<file path="config.mk">
export PLATFORM = sky130hd
export DESIGN_NAME = code_loader
export DESIGN_NICKNAME = d
export VERILOG_FILES = /design/src/rtl/code_loader_pkg.sv /design/src/rtl/code_loader.sv
export SDC_FILE = /design/constraint.sdc
export NUM_CORES = 1
export LEC_CHECK = 0
export CORE_UTILIZATION = 55
export DETAILED_ROUTE_END_ITERATION = 8
export DONT_BUFFER_PORTS = 1
export PLACE_DENSITY = 0.7
export RECOVER_POWER = 100
export SLEW_MARGIN = 20
export SYNTH_ARGS = -nofsm -noshare
export SYNTH_HDL_FRONTEND = slang
export SYNTH_SLANG_ARGS = --single-unit
</file>
<file path="constraint.sdc">
create_clock -name clk -period 3.01 [get_ports clk]
set_input_delay 0.602 -clock clk [delete_from_list [all_inputs] [get_ports clk]]
set_output_delay 0.602 -clock clk [all_outputs]
set_load 0.1 [all_outputs]
</file>
<file path="src/rtl/code_loader_pkg.sv">
// Shared types and defaults for the program-load controller.
package code_loader_pkg;

  typedef enum logic [2:0] {
    S_LEN_HI,
    S_LEN_LO,
    S_DATA_HI,
    S_DATA_LO,
    S_WRITE,
    S_RUN,
    S_ERROR
  } state_t;

  localparam int unsigned MAX_WORDS_DEF = 512;

  // A word count is legal when it is non-zero and fits in code memory.
  function automatic logic len_legal(input logic [15:0] len, input int unsigned max_words);
    return (len != 16'd0) && ({16'd0, len} <= max_words);
  endfunction

endpackage

</file>
<file path="src/rtl/code_loader.sv">
// Boot loader: receives a length-prefixed big-endian word stream, writes it to
// code memory from address 0, then releases the processor via run.
module code_loader
  import code_loader_pkg::*;
#(
  parameter int unsigned ADDR_W    = 9,
  parameter int unsigned DATA_W    = 16,
  parameter int unsigned MAX_WORDS = MAX_WORDS_DEF
) (
  input  logic              clk,
  input  logic              rst_n,
  input  logic [7:0]        in_data,
  input  logic              in_valid,
  output logic              in_ready,
  input  logic              reload,
  output logic              code_w_en,
  output logic [ADDR_W-1:0] code_addr,
  output logic [DATA_W-1:0] code_data,
  output logic              run,
  output logic              busy,
  output logic              err
);

  state_t      state;
  logic [15:0] cnt;
  logic [15:0] len_next;
  logic [15:0] addr_ext;
  logic        accept;

  assign len_next = {cnt[15:8], in_data};
  assign addr_ext = 16'(code_addr);

  // reload masks in_ready so a byte offered alongside it is never consumed.
  assign in_ready = !reload && (state == S_LEN_HI || state == S_LEN_LO ||
                                state == S_DATA_HI || state == S_DATA_LO);
  assign busy     = (state != S_RUN) && (state != S_ERROR);
  assign accept   = in_valid && in_ready;

  always_ff @(posedge clk) begin
    if (!rst_n) begin
      state     <= S_LEN_HI;
      cnt       <= '0;
      code_w_en <= 1'b0;
      code_addr <= '0;
      code_data <= '0;
      run       <= 1'b0;
      err       <= 1'b0;
    end else begin
      code_w_en <= 1'b0;
      if (reload) begin
        state     <= S_LEN_HI;
        code_addr <= '0;
        run       <= 1'b0;
        err       <= 1'b0;
      end else begin
        case (state)
          S_LEN_HI: if (accept) begin
            cnt[15:8] <= in_data;
            state     <= S_LEN_LO;
          end
          S_LEN_LO: if (accept) begin
            cnt[7:0] <= in_data;
            if (len_legal(len_next, MAX_WORDS)) begin
              code_addr <= '0;
              state     <= S_DATA_HI;
            end else begin
              err   <= 1'b1;
              state <= S_ERROR;
            end
          end
          S_DATA_HI: if (accept) begin
            code_data[DATA_W-1 -: 8] <= in_data;
            state                    <= S_DATA_LO;
          end
          S_DATA_LO: if (accept) begin
            code_data[7:0] <= in_data;
            code_w_en      <= 1'b1;
            state          <= S_WRITE;
          end
          S_WRITE: begin
            // Terminal compare happens before increment so the address never wraps.
            if (addr_ext == cnt - 16'd1) begin
              run   <= 1'b1;
              state <= S_RUN;
            end else begin
              code_addr <= code_addr + 1'b1;
              state     <= S_DATA_HI;
            end
          end
          S_RUN:   state <= S_RUN;
          S_ERROR: state <= S_ERROR;
          default: state <= S_LEN_HI;
        endcase
      end
    end
  end

endmodule

</file>
==> summary.md, run 1 <==
| Metric | Value |
|---|---|
| Status | `finished clean` |
| Die area | `4758 µm²` |
| Post-synthesis cell type count | `49` |
| R2R depth | `7` |
| WP buf/inv | `0` |
| Tmin final | `2.787 ns` |
| Final Hold Viols | `0` |
| Measured slew at the worst slew-check pin | `1.372 ns` |
| Clock-pin slew on the worst setup and hold paths | `0.09 ns` |
| Total CTS buffers | `5` |
| Final Cycle Share | `0.9258` |
| Number of remaining DRC errors | `0` |
| Worst path top cell family by delay | `simple AND/OR/NAND/NOR gates` |
| Async SR Flop Fraction | `0` |
| Die Y | `68.98 µm` |
| Share of post-route cells with drive strength above 1 | `0.05654` |
| Initial antenna violation count | `0` |
| Total Wirelength | `5229 µm` |
| Initial Utilization | `0.5954` |
| Utilization after layout | `0.6241` |
| Longest Clk Path Bufs | `2` |
| First-pass GRT wire length | `8031 µm` |
| Post-DP HPWL | `3792 µm` |
| Setup crit start kind | `flop` |
| Fin nets | `297` |
| GRT met1 Usage | `0.3290` |
| CTS Sinks | `47` |
| Routed vias/inst | `5.913` |
| Post-synth top flop | `dfxtp_1` |
| Iteration-0 DRC count of the detailed router | `120` |
| PD cells | `422.1 nW/µm²` |
| Leak Pwr | `0.9852 nW` |
| Synth warn | `0` |
| Yosys reg bits | `47` |
| GRT met2 Usage | `0.3410` |
| Drt pass-1 iters | `5` |
| Ports | `42` |
| Commonest non-fill, non-tap cell in the layout | `dfxtp_1` |
| Sequential fraction of the synthesis area | `0.3813` |
| Core Region | `4144 µm²` |
| Hold path start | `rst_n` |
| Worst-Skew Late Latency | `0.30 ns` |
| Worst reg2reg endpoint | `state[2]` |
| CP peak stage delay | `0.68 ns` |
| Routability cong. | `0.8856` |
| Setup CP Type | `flop to flop` |
| Internal reg-to-reg setup slack | `0.22 ns` |
| Setup tns final | `0 ns` |
| Clock skew | `0.005386 ns` |
| Worst setup EP type | `flop` |
| WHS Path Cells | `1` |
| Critical-path maximum fanout | `5` |
| Power Total | `1.092 mW` |
| Place WS | `0.3091 ns` |
| Achievable frequency | `0.3588 GHz` |
| CP Depth | `7` |
| Placed instance area | `2559 µm²` |
| Hold/Removal Path Class | `primary input to flop` |
| Row cnt | `23` |
| N_diodes | `0` |
| Most frequent cells in the layout | `dfxtp_1 (47), mux2i_1 (32), nor2b_1 (26)` |
| Slew Limit Fails | `0` |
| Resized cells post-CTS | `0` |
| Remaining antenna violation count | `0` |
| Rel. slew slack | `0.08505` |
| Gr ovfl total | `0` |
| Worst Setup Slack, final | `0.2233 ns` |
| Post-Syn Nets | `290` |
| CTS H-tree lvls | `2` |
| P&R area growth vs syn | `4.817%` |
| Global route hottest layer | `met2` |
| Crit path cell chain | `or4_1, nor4_4, xnor2_1, a2111o_1, or4_1, a21oi_1, o2111a_1` |
| Critical Path RT | `3.25 ns` |
| Number of setup violations in the final report | `0` |
| Via Count | `1,969` |
| Vias in the first global route | `1,693` |
| Worst Path Arrival | `3.03 ns` |
| Maximum VDD drop | `0.3014 mV` |
| Hold Buf Count CTS | `0` |
| EDFF count, synth | `0` |
| Synthesized cell area | `2467 µm²` |
| Routed WL per cell | `15.70 µm` |
| Final instance area | `2586 µm²` |
| CP most frequent cell | `or4_1` |
| Max Cap Viol | `0` |
| Clock root cell | `clkbuf_8` |
| All-Layer GR Usage | `0.2347` |
| Cells after Synth | `276` |
| Met3 Track Usage GR | `0.07401` |
| Largest net degree at the start of global routing | `35` |
| IO Port Bufs | `0` |
| Setup Buffers After CTS | `0` |
| Critical R2R Launch | `cnt[0]` |
| Mean post-synth cell area | `8.940 µm²` |
| RSZ-0062 raised after global routing | `no` |
| Hold Crit Endpoint | `code_data[13]` |
| Slowest cell on crit path | `or4_1` |
| Die Width | `68.98 µm` |
| CTS tree | `built` |
[Yosys cell counts, types with 2 or more instances]
master | n | area, µm²
a21boi_0 | 8 | 60.06
a21oi_1 | 15 | 75.07
a31oi_1 | 2 | 12.51
buf_1 | 3 | 11.26
buf_6 | 2 | 22.52
clkbuf_1 | 7 | 26.28
dfxtp_1 | 47 | 940.9
ha_1 | 2 | 25.02
inv_1 | 6 | 22.52
mux2i_1 | 32 | 320.3
nand2_1 | 25 | 93.84
nand2b_1 | 9 | 56.30
nand3_1 | 13 | 65.06
nand4_1 | 6 | 37.54
nor2_1 | 17 | 63.81
nor2b_1 | 26 | 162.7
nor3_1 | 2 | 10.01
nor4_1 | 4 | 25.02
o211ai_1 | 2 | 15.01
o21ai_0 | 4 | 20.02
o22ai_1 | 2 | 12.51
o31ai_1 | 3 | 22.52
or3_1 | 2 | 12.51
xnor2_1 | 7 | 61.31
xor2_1 | 6 | 52.55
[metrics by stage]
stage	std cells	hold WS (ns)
final	333	0.4314
after global routing	333	0.4192
after CTS	333	0.4212
after detailed placement	326	0.4614
after global placement	326	0.4545
after floorplan	276	0.4431
[power by group]
part | switching [mW] | internal [mW] | leakage [nW]
registers | 0.0108 | 0.628 | 0.379
clock network | 0.208 | 0.159 | 0.0440
logic | 0.0493 | 0.0361 | 0.562
[flip-flops by register name, summed over array words and instances (netlist names)]
name,cells
code_w_en,1
cnt,16
code_addr,9
err,1
code_data,16
state,3
run,1
[worst max-delay path by stage]
stage | startpoint | end | slack [ns]
final | cnt[0] | state[2] | 0.22
after global routing | cnt[0] | run | 0.08
after CTS | cnt[0] | code_addr[6] | 0.30
after detailed placement | cnt[0] | code_addr[6] | 0.31
after global placement | cnt[0] | run | 0.32
after floorplan | code_addr[2] | state[2] | 0.15
[layer usage]
layer | share of wire | vias up | routed length (µm)
met5 | 0 | - | 0
met1 | 0.48 | 908 | 2508
li1 | - | 985 | -
met3 | 0.066 | 6 | 345
met2 | 0.44 | 70 | 2318
met4 | 0.011 | 0 | 56
[cell families (layout without fill, tap and decap cells)]
family                   Yosys count  after routing  share of synthesized area
XOR/XNOR                          13             13                    0.04615
adder cells (fa/ha/maj)            2              2                    0.01014
AND/OR/NAND/NOR                  115            115                     0.2541
AO/OA/AOI/OAI                     46             46                     0.1344
flip-flops                        47             47                     0.3813
multiplexers                      32             32                     0.1298
buffers and inverters             21             28                    0.04412
[layout make-up]
cell class              count  area (µm²)
well taps                  50       62.56
repair buffers             15       63.81
multi-input cells         208        1414
inverters                   6       22.52
flip-flops and latches     47       940.9
clock inverters             2       13.76
clock buffers               5       68.82
fillers                   381        1558
No activity file was read; power rests on OpenSTA's default activity.
==> run 2, diff against run 1 <==
clock period = 2.7 ns   (was 3.01 ns; I/O delays follow)
==> summary.md, run 2 (synthesized netlist as in run 1, its figures left out) <==
| Metric | Value |
|---|---|
| Clock skew | `0.004696 ns` |
| Rel. slew slack | `0.06407` |
| Die Y | `68.98 µm` |
| Commonest non-fill, non-tap cell in the layout | `dfxtp_1` |
| Setup crit start kind | `flop` |
| Utilization after layout | `0.6643` |
| Iteration-0 DRC count of the detailed router | `190` |
| Tmin final | `2.623 ns` |
| Routed WL per cell | `16.31 µm` |
| Remaining antenna violation count | `0` |
| Critical R2R Launch | `cnt[4]` |
| Leak Pwr | `1.055 nW` |
| WHS Path Cells | `1` |
| Critical Path RT | `2.95 ns` |
| Placed instance area | `2660 µm²` |
| CTS Sinks | `47` |
| Hold/Removal Path Class | `primary input to flop` |
| PD cells | `495.2 nW/µm²` |
| Multi-input gate area | `1458 µm²` |
| Die Width | `68.98 µm` |
| Vias in the first global route | `1,793` |
| Die area | `4758 µm²` |
| Via Count | `2,032` |
| Final instance area | `2753 µm²` |
| Gr ovfl total | `0` |
| Routability cong. | `0.8947` |
| Total CTS buffers | `5` |
| CTS H-tree lvls | `2` |
| Measured slew at the worst slew-check pin | `1.404 ns` |
| Final Hold Viols | `0` |
| RSZ-0062 raised after global routing | `no` |
| Max Cap Viol | `0` |
| Post-DP HPWL | `4079 µm` |
| Internal reg-to-reg setup slack | `0.08 ns` |
| Most frequent cells in the layout | `dfxtp_1 (44), mux2i_1 (32), nor2b_1 (26)` |
| Clock-pin slew on the worst setup and hold paths | `0.09 ns` |
| Drt pass-1 iters | `4` |
| Largest net degree at the start of global routing | `35` |
| Row cnt | `23` |
| Initial antenna violation count | `0` |
| Setup tns final | `0 ns` |
| CTS tree | `built` |
| N_diodes | `0` |
| Status | `finished clean` |
| Achievable frequency | `0.3812 GHz` |
| Maximum VDD drop | `0.3933 mV` |
| First-pass GRT wire length | `8459 µm` |
| Setup CP Type | `flop to flop` |
| Number of setup violations in the final report | `0` |
| Final Cycle Share | `0.9717` |
| Worst-Skew Late Latency | `0.30 ns` |
| Worst reg2reg endpoint | `state[2]` |
| Hold path start | `rst_n` |
| Worst setup EP type | `flop` |
| Placed cell count | `339` |
| R2R depth | `7` |
| Registers with the most flip-flops | `cnt: 16 flops, code_data: 16 flops, code_addr: 9 flops` |
| Routed vias/inst | `5.839` |
| Clock root cell | `clkbuf_8` |
| Fin nets | `311` |
| Slew Limit Fails | `0` |
| Share of post-route cells with drive strength above 1 | `0.1141` |
| FF+latch area | `944.7 µm²` |
| # fillers | `354` |
| Initial Utilization | `0.5954` |
| Finished Layout Cells | `348` |
| Hold Crit Endpoint | `cnt[1]` |
| Critical-path maximum fanout | `5` |
| Longest Clk Path Bufs | `2` |
| All-Layer GR Usage | `0.2480` |
| Number of remaining DRC errors | `0` |
| Worst Path Arrival | `2.87 ns` |
| IO Port Bufs | `0` |
| P&R area growth vs syn | `11.56%` |
| Ports | `42` |
| Total Wirelength | `5675 µm` |
| Core Region | `4144 µm²` |
==> run 2: layout make-up <==
cell class,count,area share
clock buffer,6,0.03000
clock inverter,2,0.01409
inverter,6,0.008182
multi-input combinational,208,0.5295
sequential,47,0.3432
tap,50,0.02273
timing repair buffer,29,0.05227
==> run 2: stage by stage <==
step	hold WS, ns	worst slack, ns	power, mW
final	0.3667	0.07652	1.363
after floorplan	0.4431	0.01070	0.8098
after global routing	0.3532	0.0002645	1.409
after detailed placement	0.4586	0.04280	0.8264
after CTS	0.3590	0.01442	1.374
after global placement	0.4549	0.09202	0.8248
==> run 2: repair_timing <==
action,in CTS,in global routing
resized for setup,0,7
endpoints found under the setup margin,0,13
endpoints found under the hold margin,0,0
buffers inserted,0,1
hold buffers,0,0
==> run 2: critical path, cell delays in order, from the launching register on <==
cell and delay (ns):
dfxtp_1 0.32, or3_2 0.55, nor4_4 0.24, xnor2_1 0.09, a2111o_1 0.44, or4_4 0.59
a21oi_1 0.17, o2111a_1 0.18
==> run 2: how the worst max path moves through the flow <==
stage	startpoint	endpoint	cells past startpoint
after floorplan	reload	code_addr[6]	7
after global placement	cnt[0]	code_addr[6]	9
after detailed placement	cnt[0]	code_addr[6]	9
after CTS	cnt[0]	code_addr[6]	9
after global routing	cnt[4]	state[2]	7
final	cnt[4]	state[2]	7
==> run 2: power by group <==
part           switching (mW)  internal (mW)
Combinational          0.0584         0.0428
Sequential             0.0112          0.700
Clock                   0.246          0.305
Total                   0.315           1.05
==> run 2: layer usage <==
| metal | track usage | up-vias | routed length [µm] |
|---|---|---|---|
| met5 | 0 | - | 0 |
| met4 | 0.08418 | 0 | 57 |
| met3 | 0.06086 | 6 | 327 |
| met2 | 0.3871 | 57 | 2679 |
| met1 | 0.3313 | 955 | 2610 |
| li1 | - | 1014 | - |
==> run 3, diff against run 2 <==
CTS_BUF_LIST = sky130_fd_sc_hd__clkbuf_16   (was default)
==> summary.md, run 3 (synthesized netlist as in run 1, its figures left out) <==
| Metric | Value |
|---|---|
| Status | `finished clean` |
| Critical-path maximum fanout | `7` |
| Initial Utilization | `0.5954` |
| Tmin final | `2.620 ns` |
| Measured slew at the worst slew-check pin | `1.403 ns` |
| Ports | `42` |
| Iteration-0 DRC count of the detailed router | `164` |
| Final Hold Viols | `0` |
| Registers with the most flip-flops | `cnt: 16 flops, code_data: 16 flops, code_addr: 9 flops` |
| Final instance area | `2799 µm²` |
| P&R area growth vs syn | `13.44%` |
| Achievable frequency | `0.3817 GHz` |
| Finished Layout Cells | `348` |
| Gr ovfl total | `0` |
| CTS tree | `built` |
| Routed WL per cell | `16.53 µm` |
| Total Wirelength | `5754 µm` |
| Post-DP HPWL | `4079 µm` |
| Share of post-route cells with drive strength above 1 | `0.1107` |
| Routed vias/inst | `5.937` |
| Initial antenna violation count | `0` |
| CTS Sinks | `47` |
| Setup tns final | `0 ns` |
| Number of remaining DRC errors | `0` |
| Remaining antenna violation count | `0` |
| Clock skew | `0.003775 ns` |
| Drt pass-1 iters | `4` |
| CTS H-tree lvls | `2` |
| Placed instance area | `2660 µm²` |
| Setup CP Type | `flop to flop` |
| Slew Limit Fails | `0` |
| Via Count | `2,066` |
| Most frequent cells in the layout | `dfxtp_1 (44), mux2i_1 (32), nor2b_1 (26)` |
| Die Width | `68.98 µm` |
| Total CTS buffers | `5` |
| Clock root cell | `clkbuf_16` |
| Worst-Skew Late Latency | `0.28 ns` |
| Maximum VDD drop | `0.4988 mV` |
| Rel. slew slack | `0.06495` |
| Hold path start | `rst_n` |
| Worst setup EP type | `flop` |
| Final Cycle Share | `0.9704` |
| Critical Path RT | `2.93 ns` |
| Number of setup violations in the final report | `0` |
| Setup crit start kind | `flop` |
| Max Cap Viol | `0` |
| Leak Pwr | `1.075 nW` |
| Hold/Removal Path Class | `primary input to flop` |
| Utilization after layout | `0.6754` |
| Longest Clk Path Bufs | `2` |
| Routability cong. | `0.8947` |
| Clock-pin slew on the worst setup and hold paths | `0.07 ns` |
| Commonest non-fill, non-tap cell in the layout | `dfxtp_1` |
| Worst setup path start | `cnt[0]` |
| PD cells | `541.9 nW/µm²` |
| Critical R2R Launch | `cnt[0]` |
| Die Y | `68.98 µm` |
| Placed cell count | `339` |
| Row cnt | `23` |
| Largest net degree at the start of global routing | `35` |
| IO Port Bufs | `0` |
| Fin nets | `311` |
| All-Layer GR Usage | `0.2477` |
| N_diodes | `0` |
| First-pass GRT wire length | `8542 µm` |
| Vias in the first global route | `1,803` |
| Worst Path Arrival | `2.85 ns` |
| Die area | `4758 µm²` |
| Core Region | `4144 µm²` |
## run 3: changes by cell type in the layout (fill, tap and decap cells not counted), sizes merged
cell / delta
clkbuf: -1
clkinv: +1
## run 3: layer usage
metal  GRT usage  wire length, µm  up-vias
met3     0.06086              301       11
met4     0.06122               81        0
met5           0                0        -
li1            -                -     1013
met2      0.3944             2682       60
met1      0.3333             2689      982
## run 3: path summary, 6_finish.rpt
path | end | slack [ns] | cells after the start
max | state[2] | 0.08 | 9
min | cnt[1] | 0.38 | 1
max reg2reg | state[2] | 0.08 | 9
min reg2reg | cnt[13] | 0.47 | 2
## run 3: power by group
part	internal, mW	leakage, nW	switching [mW]
Sequential	0.701	0.381	0.0117
Combinational	0.0427	0.612	0.0586
Clock	0.437	0.0818	0.266
## run 3: layout make-up
class | count | area, µm²
well taps | 50 | 62.56
fillers | 350 | 1345
multi-input cells | 208 | 1458
inverters | 6 | 22.52
clock inverters | 3 | 42.54
flip-flops and latches | 47 | 944.7
repair buffers | 29 | 143.9
clock buffers | 5 | 125.1
## run 3: timing repair
action | CTS | global route
endpoints found under the setup margin | 0 | 13
gates resized for setup | 0 | 7
hold buffers | 0 | 0
buffers inserted | 0 | 1
## run 3: worst max-delay path, cell delays in order, from the launching register on
cell      delay, ns
dfxtp_1        0.35
inv_1          0.11
ha_4           0.18
or3b_2         0.47
nor4_1         0.24
a32o_1         0.16
a21oi_1        0.08
or4_4          0.62
a21oi_1        0.17
o2111a_1       0.18
## run 3: stage by stage
| stage | power, mW | hold WS (ns) | setup WS [ns] |
|---|---|---|---|
| floorplan | 0.8098 | 0.4431 | 0.01070 |
| global placement | 0.8248 | 0.4549 | 0.09202 |
| detailed placement | 0.8264 | 0.4586 | 0.04280 |
| CTS | 1.522 | 0.3839 | 0.01899 |
| global route | 1.559 | 0.3807 | -0.005834 |
| finish | 1.517 | 0.3828 | 0.07981 |
